`src/rtl/regwrite_fifo.sv`:
```
// Synchronous FIFO holding observed commits; extra pointer bit distinguishes full from empty.
module regwrite_fifo #(
  parameter int unsigned Depth = 4,
  parameter int unsigned Width = 37
) (
  input  logic             clk,
  input  logic             rst,
  input  logic             push,
  input  logic             pop,
  input  logic [Width-1:0] wdata,
  output logic [Width-1:0] rdata,
  output logic             full,
  output logic             empty
);

  localparam int unsigned AddrW = $clog2(Depth);

  logic [AddrW:0]   wptr_q, rptr_q;
  logic [Width-1:0] mem_q [Depth];

  always_ff @(posedge clk or posedge rst) begin
    if (rst) begin
      wptr_q <= '0;
      rptr_q <= '0;
    end else begin
      if (push) wptr_q <= wptr_q + {{AddrW{1'b0}}, 1'b1};
      if (pop)  rptr_q <= rptr_q + {{AddrW{1'b0}}, 1'b1};
    end
  end

  always_ff @(posedge clk) begin
    if (push) mem_q[wptr_q[AddrW-1:0]] <= wdata;
  end

  assign rdata = mem_q[rptr_q[AddrW-1:0]];
  assign empty = (wptr_q == rptr_q);
  assign full  = (wptr_q[AddrW] != rptr_q[AddrW]) &&
                 (wptr_q[AddrW-1:0] == rptr_q[AddrW-1:0]);

endmodule

```
`config.mk`:
```
export PLATFORM = sky130hd
export DESIGN_NAME = regwrite_fifo
export DESIGN_NICKNAME = d
export VERILOG_FILES = /design/src/rtl/regwrite_fifo.sv
export SDC_FILE = /design/constraint.sdc
export NUM_CORES = 1
export LEC_CHECK = 0
export CAP_MARGIN = 20
export CORE_MARGIN = 5
export CORE_UTILIZATION = 30
export CTS_CLUSTER_DIAMETER = 60
export DETAILED_ROUTE_END_ITERATION = 12
export DONT_BUFFER_PORTS = 1
export GPL_TIMING_DRIVEN = 0
export MAX_ROUTING_LAYER = met4
export PLACE_DENSITY = 0.45
export SYNTH_ARGS = -nofsm -noshare
export SYNTH_HDL_FRONTEND = slang
export SYNTH_SLANG_ARGS = --single-unit
```
`constraint.sdc`:
```
create_clock -name clk -period 5 [get_ports clk]
set_input_delay 0.5 -clock clk [delete_from_list [all_inputs] [get_ports clk]]
set_output_delay 0.5 -clock clk [all_outputs]
set_load 0.02 [all_outputs]
```
==> results.json, run 1 <==
{
  "vias_per_cell": 4.66,
  "syn_nets": 270,
  "synth-main-ff-cell": "edfxtp_1",
  "grt_usage": 0.108,
  "async_flop_share": 0.0390,
  "die_w_um": 148,
  "synthDominantCellAreaShare": 0.783,
  "cts_setup_buffers": 0,
  "grt_remaining_overflow": 0,
  "final_cells": 494,
  "place_ws_ns": 2.90,
  "clk_pin_slew_ns": 0.05,
  "detail_route.first_pass.iterations": 4,
  "crit_fanout": 10,
  "drt_iter0_drc": 104,
  "fmax_mhz": 402,
  "fin_worst_skew_ns": 0.00602,
  "rows": 50,
  "clkLatencyLatePin_ns": 0.41,
  "p_switching_mw": 1.30,
  "synth_seq_cells": 154,
  "required_ns": 4.50,
  "drc": 0,
  "grt_max_degree": 23,
  "cp_slowest_cell": "nor3b_1",
  "irDropWorstVdd_mv": 0.333,
  "setup_ws_ns": 2.51,
  "syn_area_per_cell_um2": 25.3,
  "power.density_nw_per_um2": 639,
  "seq_area_frac_synth": 0.809,
  "synth_area_leader_cell": "edfxtp_1",
  "rsz0062_at_grt": "no",
  "port_buffers": 0,
  "drv_slew": 0,
  "antenna_cells": 0,
  "p_leak_nw": 2.12,
  "num_io_pins": 80,
  "ys_types": 17,
  "tritoncts": "built",
  "ctsResizeCount": 0,
  "synth_area_leaders": "edfxtp_1, mux4_2, dfrtp_1, ha_1, xor2_1",
  "nNetsFinal": 294,
  "p_clk_frac": 0.305,
  "path_cells": "buf_2, xor2_1, nor3b_1",
  "tns_ns": 0,
  "clockRootBuffer": "clkbuf_16",
  "grt_antenna_before_repair": 0,
  "whs_ns": 0.169,
  "routabilityCongestion": 0.673,
  "finalHoldViolations": 0,
  "end_kind": "output port",
  "power.total_mw": 4.25,
  "seqPwrFrac": 0.413,
  "first_global_vias": 2554,
  "tightest_slew_ns": 0.782,
  "vias": 2304,
  "dieArea_um2": 21800,
  "cts.path.max_buffers": 2,
  "dp_hpwl_mm": 6.78,
  "htreeDepth": 4,
  "drv_cap": 0,
  "die_y_um": 148,
  "p_sw_frac": 0.305,
  "clock-sinks": 154,
  "drive_above_1_share": 0.292,
  "postRouteAntennaNets": 0,
  "fin_area_um2": 6660,
  "drt_wl_total_mm": 10.7,
  "yosysMostFrequentCell": "edfxtp_1",
  "min_period_ns": 2.49,
  "hp-class": "input pin to flip-flop",
  "slew_headroom": 0.477,
  "start_util": 0.304,
  "crit_type": "flip-flop to output port",
  "outcome": "finished clean",
  "wl_per_cell_um": 21.7,
  "dpl.cell_count": 462,
  "intPower_mw": 2.95,
  "slowest_delay_ns": 0.66,
  "numCtsBuffers": 17,
  "setup_viol": 0,
  "finalCritPeriodShare": 0.498,
  "utilization": 0.357,
  "synth_warnings": 0,
  "syn_to_final_growth_pct": 17.3,
  "fill_cells": 1743,
  "core_area_um2": 18600,
  "place_area_um2": 6050,
  "synth-edff-count": 148,
  "p_comb_frac": 0.282,
  "synth_common_cells": "edfxtp_1, mux4_2, dfrtp_1",
  "syn-instance-count": 224,
  "synth_area_um2": 5680,
  "crit_arrival_ns": 1.99,
  "grt_pass1_wl_mm": 16.3,
  "critPathLaunchType": "flip-flop"
}
worst paths after layout:
kind	startpoint	endpoint	slack, ns	cells after the start
max in group asynchronous	rst	rptr_q[0]$_DFFE_PP0P_	4.32	2
min in group asynchronous	rst	wptr_q[1]$_DFFE_PP0P_	0.46	2
worst min-delay path	push	wptr_q[0]$_DFFE_PP0P_	0.17	1
worst max register to register	wptr_q[0]$_DFFE_PP0P_	mem_q[2][11]$_DFFE_PP_	3.20	4
worst min register to register	wptr_q[2]$_DFFE_PP0P_	wptr_q[2]$_DFFE_PP0P_	0.49	1
worst max-delay path	rptr_q[0]$_DFFE_PP0P_	empty	2.51	3
cells in the final DEF, fill, tap and decap left out, types with 3 or more instances in the layout:
cell type	n
edfxtp_1	148
mux4_2	37
clkbuf_16	17
clkbuf_1	7
dfrtp_1	6
xor2_1	5
ha_1	5
and2_2	4
bufinv_16	4
buf_12	4
buf_2	3
inv_1	3
cell families (layout without fill, tap and decap cells):
group           after synthesis  count (layout)  synth area share
compound gates                1               1          0.000881
xor+xnor                      7               7            0.0108
fa+ha+maj                     5               5            0.0110
buf+inv                      11              47            0.0112
flops                       154             154             0.809
mux                          38              38             0.149
simple gates                  8               8           0.00793
power groups by stage:
stage          clock network [mW]  registers (mW)  logic (mW)
2_1_floorplan                   0            1.77       0.946
3_3_place_gp                    0            1.79        1.20
3_5_place_dp                    0            1.79        1.25
4_1_cts                      1.34            1.76        1.25
5_1_grt                      1.40            1.78        1.29
6_report                     1.30            1.76        1.20
worst max-delay path: cells and delay by family, from the launching register on:
kind | cells | cell delay [ns]
DFF | 1 | 0.40
and+or+nand+nor | 1 | 0.66
xor gates and xnor gates | 1 | 0.14
buffers and inverters | 1 | 0.38
registers in the layout, indices dropped and copies added, names as in the netlist:
register and count:
rptr_q 3, wptr_q 3, mem_q 148
area by class of cell:
| class | count | area (um2) | area share |
|---|---|---|---|
| well taps | 234 | 293 | 0.0440 |
| clock inverters | 9 | 148 | 0.0222 |
| repair buffers | 5 | 90.1 | 0.0135 |
| plain buffers | 8 | 52.6 | 0.00789 |
| clock buffers | 22 | 444 | 0.0667 |
| multi-input cells | 59 | 1020 | 0.154 |
| inverters | 3 | 11.3 | 0.00169 |
| flip-flops and latches | 154 | 4590 | 0.690 |
metal layers:
metal | global-route usage | wire [um] | vias up
li1 | - | - | 990
met1 | 0.122 | 4380 | 1232
met2 | 0.169 | 5380 | 69
met3 | 0.0441 | 779 | 13
met4 | 0.0489 | 201 | 0
met5 | - | 0 | -
repair_timing:
item	4_1_cts	5_1_grt
setup endpoints to repair	0	0
endpoints found under the hold margin	6	0
hold buffers	1	0
Note: power is estimated with default switching activity, not from simulation.
==> inputs of run 2 (changes only) <==
==> constraint.sdc (replaced) <==
create_clock -name clk -period 2.3 [get_ports clk]
set_input_delay 0.23 -clock clk [delete_from_list [all_inputs] [get_ports clk]]
set_output_delay 0.23 -clock clk [all_outputs]
set_load 0.02 [all_outputs]
==> run 2 against run 1 <==
Final area rose by 6.1%. Final cell count rose by 7.9%. Flip-flop and latch count did not move. Global-route usage rose by 0.12 points. Die area did not move. Worst setup slack got worse by 2.3 ns. Register-to-register slack got worse by 2.7 ns. Clock power rose by 120%. Combinational power rose by 130%. Hold slack improved by 0.028 ns.
==> results.json, run 2 (synthesis results as in run 1) <==
{
  "path_cells": "clkbuf_1, mux4_2",
  "cts.path.max_buffers": 2,
  "final_cell_mix": "edfxtp_1, dlygate4sd3_1, mux4_2, clkbuf_16, clkbuf_1",
  "seqPwrFrac": 0.409,
  "num_io_pins": 80,
  "numCtsBuffers": 17,
  "clockRootBuffer": "clkbuf_16",
  "slew_headroom": 0.502,
  "p_switching_mw": 2.86,
  "syn_to_final_growth_pct": 24.4,
  "path_buf_inv": 1,
  "slowest_delay_ns": 0.59,
  "drv_cap": 0,
  "setup_viol": 0,
  "finalCritPeriodShare": 0.930,
  "largest_reg_flops": 148,
  "clk_pin_slew_ns": 0.06,
  "fin_area_um2": 7060,
  "crit_type": "flip-flop to output port",
  "routabilityCongestion": 0.673,
  "power.density_nw_per_um2": 1320,
  "hp-class": "input pin to async pin",
  "cp_slowest_cell": "clkbuf_1",
  "nNetsFinal": 333,
  "cts_setup_buffers": 0,
  "first_global_vias": 2722,
  "p_sw_frac": 0.306,
  "grt_usage": 0.109,
  "drt_wl_total_mm": 10.8,
  "p_leak_nw": 2.29,
  "drt_iter0_drc": 102,
  "p_comb_frac": 0.290,
  "dp_hpwl_mm": 6.78,
  "drive_above_1_share": 0.261,
  "vias": 2447,
  "grt_max_degree": 23,
  "power.total_mw": 9.34,
  "place_ws_ns": 0.446,
  "outcome": "finished clean",
  "intPower_mw": 6.48,
  "grt_pass1_wl_mm": 16.7,
  "tritoncts": "built",
  "critPathLaunchType": "flip-flop",
  "whs_ns": 0.196,
  "clkLatencyLatePin_ns": 0.41,
  "antenna_cells": 0,
  "critical_path.top_delay_family": "buffers and inverters",
  "clock-sinks": 154,
  "place_area_um2": 6050,
  "die_w_um": 148,
  "postRouteAntennaNets": 0,
  "crit_fanout": 10,
  "drv_slew": 0,
  "setup_ws_ns": 0.161,
  "dpl.cell_count": 462,
  "finalHoldViolations": 0,
  "rows": 50,
  "core_area_um2": 18600,
  "rsz0062_at_grt": "no",
  "final_cells": 533,
  "grt_antenna_before_repair": 0,
  "htreeDepth": 4,
  "p_clk_frac": 0.301,
  "crit_arrival_ns": 1.91,
  "grt_remaining_overflow": 0,
  "port_buffers": 0,
  "drc": 0,
  "dieArea_um2": 21800,
  "irDropWorstVdd_mv": 0.725,
  "detail_route.first_pass.iterations": 4,
  "vias_per_cell": 4.59,
  "required_ns": 2.07,
  "start_util": 0.304,
  "end_kind": "output port",
  "fmax_mhz": 467,
  "min_period_ns": 2.14,
  "tightest_slew_ns": 0.747,
  "fin_worst_skew_ns": 0.00562,
  "final_common_cell": "edfxtp_1",
  "wl_per_cell_um": 20.3,
  "die_y_um": 148
}
-- run 2: cell count changes in the layout (fill, tap and decap cells not counted), sizes merged --
cell         delta
buf             -1
dlygate4sd3    +39
clkbuf          +1
-- run 2: timing repair --
| item | in CTS | in global routing |
|---|---|---|
| endpoints found under the hold margin | 159 | 0 |
| gates resized for setup | 0 | 3 |
| hold buffers | 40 | 0 |
| setup endpoints to repair | 0 | 5 |
-- run 2: power groups by stage --
stage / registers [mW] / logic (mW) / clock network [mW]
final: 3.82 / 2.71 / 2.81
after global routing: 3.87 / 2.93 / 3.04
after CTS: 3.83 / 2.80 / 2.91
after detailed placement: 3.89 / 2.72 / 0
after global placement: 3.90 / 2.61 / 0
after floorplan: 3.85 / 2.06 / 0
-- run 2: layer usage --
layer  GRT usage  share of wire  vias up
li1            -              -     1073
met1       0.129           0.43     1297
met2       0.173           0.49       65
met3      0.0349          0.055       12
met4      0.0489          0.018        0
met5           -              0        -
-- run 2: final timing paths --
kind / start / endpoint / slack, ns / depth (start not counted)
worst max register to register: wptr_q[0]$_DFFE_PP0P_ / mem_q[2][11]$_DFFE_PP_ / 0.49 / 4
min in group clk: push / mem_q[1][6]$_DFFE_PP_ / 0.39 / 1
max in group asynchronous: rst / rptr_q[0]$_DFFE_PP0P_ / 1.88 / 2
worst max-delay path: rptr_q[1]$_DFFE_PP0P_ / rdata[21] / 0.16 / 2
worst min-delay path: rst / wptr_q[1]$_DFFE_PP0P_ / 0.20 / 2
worst min register to register: wptr_q[2]$_DFFE_PP0P_ / wptr_q[2]$_DFFE_PP0P_ / 0.49 / 1
-- run 2: per-stage QoR --
stage	setup TNS (ns)	util
2_1_floorplan	0	-
3_3_place_gp	-78.28	0.320
3_5_place_dp	0	0.325
4_1_cts	0	0.378
5_1_grt	0	0.379
6_report	0	0.379
-- run 2: layout make-up --
class,instances,area [um2]
fillers,1711,11600
repair buffers,44,480
inverters,3,11.3
clock inverters,9,148
plain buffers,8,55.1
flip-flops and latches,154,4590
multi-input cells,59,1030
clock buffers,22,444
well taps,234,293
==> inputs of run 3 (changes only) <==
--- a/config.mk
+++ b/config.mk
@@ -14,6 +14,7 @@
 export GPL_TIMING_DRIVEN = 0
 export MAX_ROUTING_LAYER = met4
 export PLACE_DENSITY = 0.45
+export SKIP_CTS_REPAIR_TIMING = 1
 export SYNTH_ARGS = -nofsm -noshare
 export SYNTH_HDL_FRONTEND = slang
 export SYNTH_SLANG_ARGS = --single-unit
==> constraint.sdc (replaced) <==
create_clock -name clk -period 2.15 [get_ports clk]
set_input_delay 0.215 -clock clk [delete_from_list [all_inputs] [get_ports clk]]
set_output_delay 0.215 -clock clk [all_outputs]
set_load 0.02 [all_outputs]
==> run 3 against run 2 <==
Routed wire length rose by 0.41%. Die area did not move. Final cell count did not move. Sequential power rose by 7.1%. Hold slack got worse by 0.016 ns. Global-route usage fell by 0.12 points. Critical path depth rose by 1. Clock skew barely moved. Largest cell class unchanged.
==> results.json, run 3 (synthesis results as in run 1) <==
{
  "vias_per_cell": 4.62,
  "fill_cells": 1728,
  "num_io_pins": 80,
  "nNetsFinal": 333,
  "drt_wl_total_mm": 10.9,
  "port_buffers": 0,
  "dp_hpwl_mm": 6.78,
  "grt_remaining_overflow": 0,
  "largest_reg_flops": 148,
  "antenna_cells": 0,
  "globalRouteMet3Util": 0.0435,
  "tns_ns": 0,
  "seqPwrFrac": 0.408,
  "p_clk_frac": 0.300,
  "syn_to_final_growth_pct": 24.7,
  "rsz0062_at_grt": "no",
  "p_leak_nw": 2.30,
  "clkLatencyLatePin_ns": 0.41,
  "slew_headroom": 0.609,
  "drv_cap": 0,
  "vias": 2463,
  "cts.path.max_buffers": 2,
  "r2r_slack_ns": 0.35,
  "detail_route.first_pass.iterations": 4,
  "end_kind": "output port",
  "hp-class": "input pin to async pin",
  "use_met2": 0.169,
  "dieArea_um2": 21800,
  "crit_arrival_ns": 1.81,
  "clock-sinks": 154,
  "power.density_nw_per_um2": 1420,
  "fmax_mhz": 495,
  "grt_pass1_wl_mm": 16.3,
  "drv_slew": 0,
  "grt_usage": 0.108,
  "die_w_um": 148,
  "clockRootBuffer": "clkbuf_16",
  "drc": 0,
  "first_global_vias": 2548,
  "clk_pin_slew_ns": 0.06,
  "min_period_ns": 2.02,
  "top_usage_layer": "met2",
  "core_area_um2": 18600,
  "p_sw_frac": 0.306,
  "wl_per_cell_um": 20.4,
  "required_ns": 1.93,
  "irDropWorstVdd_mv": 0.782,
  "drive_above_1_share": 0.271,
  "finalCritPeriodShare": 0.940,
  "outcome": "finished clean",
  "place_area_um2": 6050,
  "final_cells": 533,
  "p_comb_frac": 0.293,
  "tightest_slew_ns": 0.586,
  "setup_viol": 0,
  "final_common_cell": "edfxtp_1",
  "p_switching_mw": 3.07,
  "routabilityCongestion": 0.673,
  "drt_iter0_drc": 102,
  "crit_fanout": 10,
  "met1_usage": 0.122,
  "r2r_start": "wptr_q[0]$_DFFE_PP0P_",
  "critPathLaunchType": "flip-flop",
  "numCtsBuffers": 17,
  "start_util": 0.304,
  "die_y_um": 148,
  "whs_ns": 0.180,
  "crit_type": "flip-flop to output port",
  "intPower_mw": 6.97,
  "final_cell_mix": "edfxtp_1, dlygate4sd3_1, mux4_2, clkbuf_16",
  "tritoncts": "built",
  "rows": 50,
  "finalHoldViolations": 0,
  "fin_area_um2": 7080,
  "dpl.cell_count": 462,
  "power.total_mw": 10.0,
  "cp-startpoint": "rptr_q[1]$_DFFE_PP0P_",
  "fin_worst_skew_ns": 0.00573,
  "grt_antenna_before_repair": 0,
  "grt_max_degree": 23,
  "htreeDepth": 4,
  "postRouteAntennaNets": 0
}
-- run 3: cell types whose count changed in the layout (fill, tap and decap cells not counted), sizes merged --
| cell | before | now |
|---|---|---|
| clkbuf | 25 | 27 |
| buf | 9 | 7 |
-- run 3: through the flow --
| step | setup WS, ns | utilization |
|---|---|---|
| 5_1_grt | 0.00409 | 0.380 |
| 3_3_place_gp | -0.699 | 0.320 |
| 3_5_place_dp | 0.296 | 0.325 |
| 6_report | 0.130 | 0.380 |
| 2_1_floorplan | 0.205 | - |
| 4_1_cts | -0.126 | 0.357 |
-- run 3: per-layer routing --
metal	vias to the layer above	wire, um
met5	-	0
met4	0	201
met3	13	616
met2	68	5430
met1	1310	4630
li1	1072	-
-- run 3: power by group through the flow --
stage / Sequential (mW) / Clock, mW / Combinational [mW]
finish: 4.09 / 3.01 / 2.94
global route: 4.14 / 3.26 / 3.18
CTS: 4.10 / 3.12 / 2.91
detailed placement: 4.16 / 0 / 2.91
global placement: 4.17 / 0 / 2.80
floorplan: 4.12 / 0 / 2.20
-- run 3: final timing paths --
| path | end | depth (start not counted) |
|---|---|---|
| max | rdata[34] | 3 |
| min | wptr_q[1]$_DFFE_PP0P_ | 2 |
| max reg2reg | mem_q[2][11]$_DFFE_PP_ | 4 |
| min reg2reg | wptr_q[2]$_DFFE_PP0P_ | 1 |
| max in group asynchronous | rptr_q[0]$_DFFE_PP0P_ | 2 |
| min in group clk | mem_q[1][6]$_DFFE_PP_ | 1 |
-- run 3: layout make-up --
type,count,area (um2),share of cell area
clock inverter,9,148,0.0209
multi-input combinational,59,1030,0.146
sequential,154,4600,0.649
tap,234,293,0.0414
inverter,3,11.3,0.00159
buffer,8,75.1,0.0106
timing repair buffer,44,480,0.0679
clock buffer,22,444,0.0627
-- run 3: critical path, cell delays in order (launching register included) --
cell,delay (ns)
dfrtp_1,0.41
clkbuf_4,0.28
clkbuf_4,0.28
mux4_2,0.42
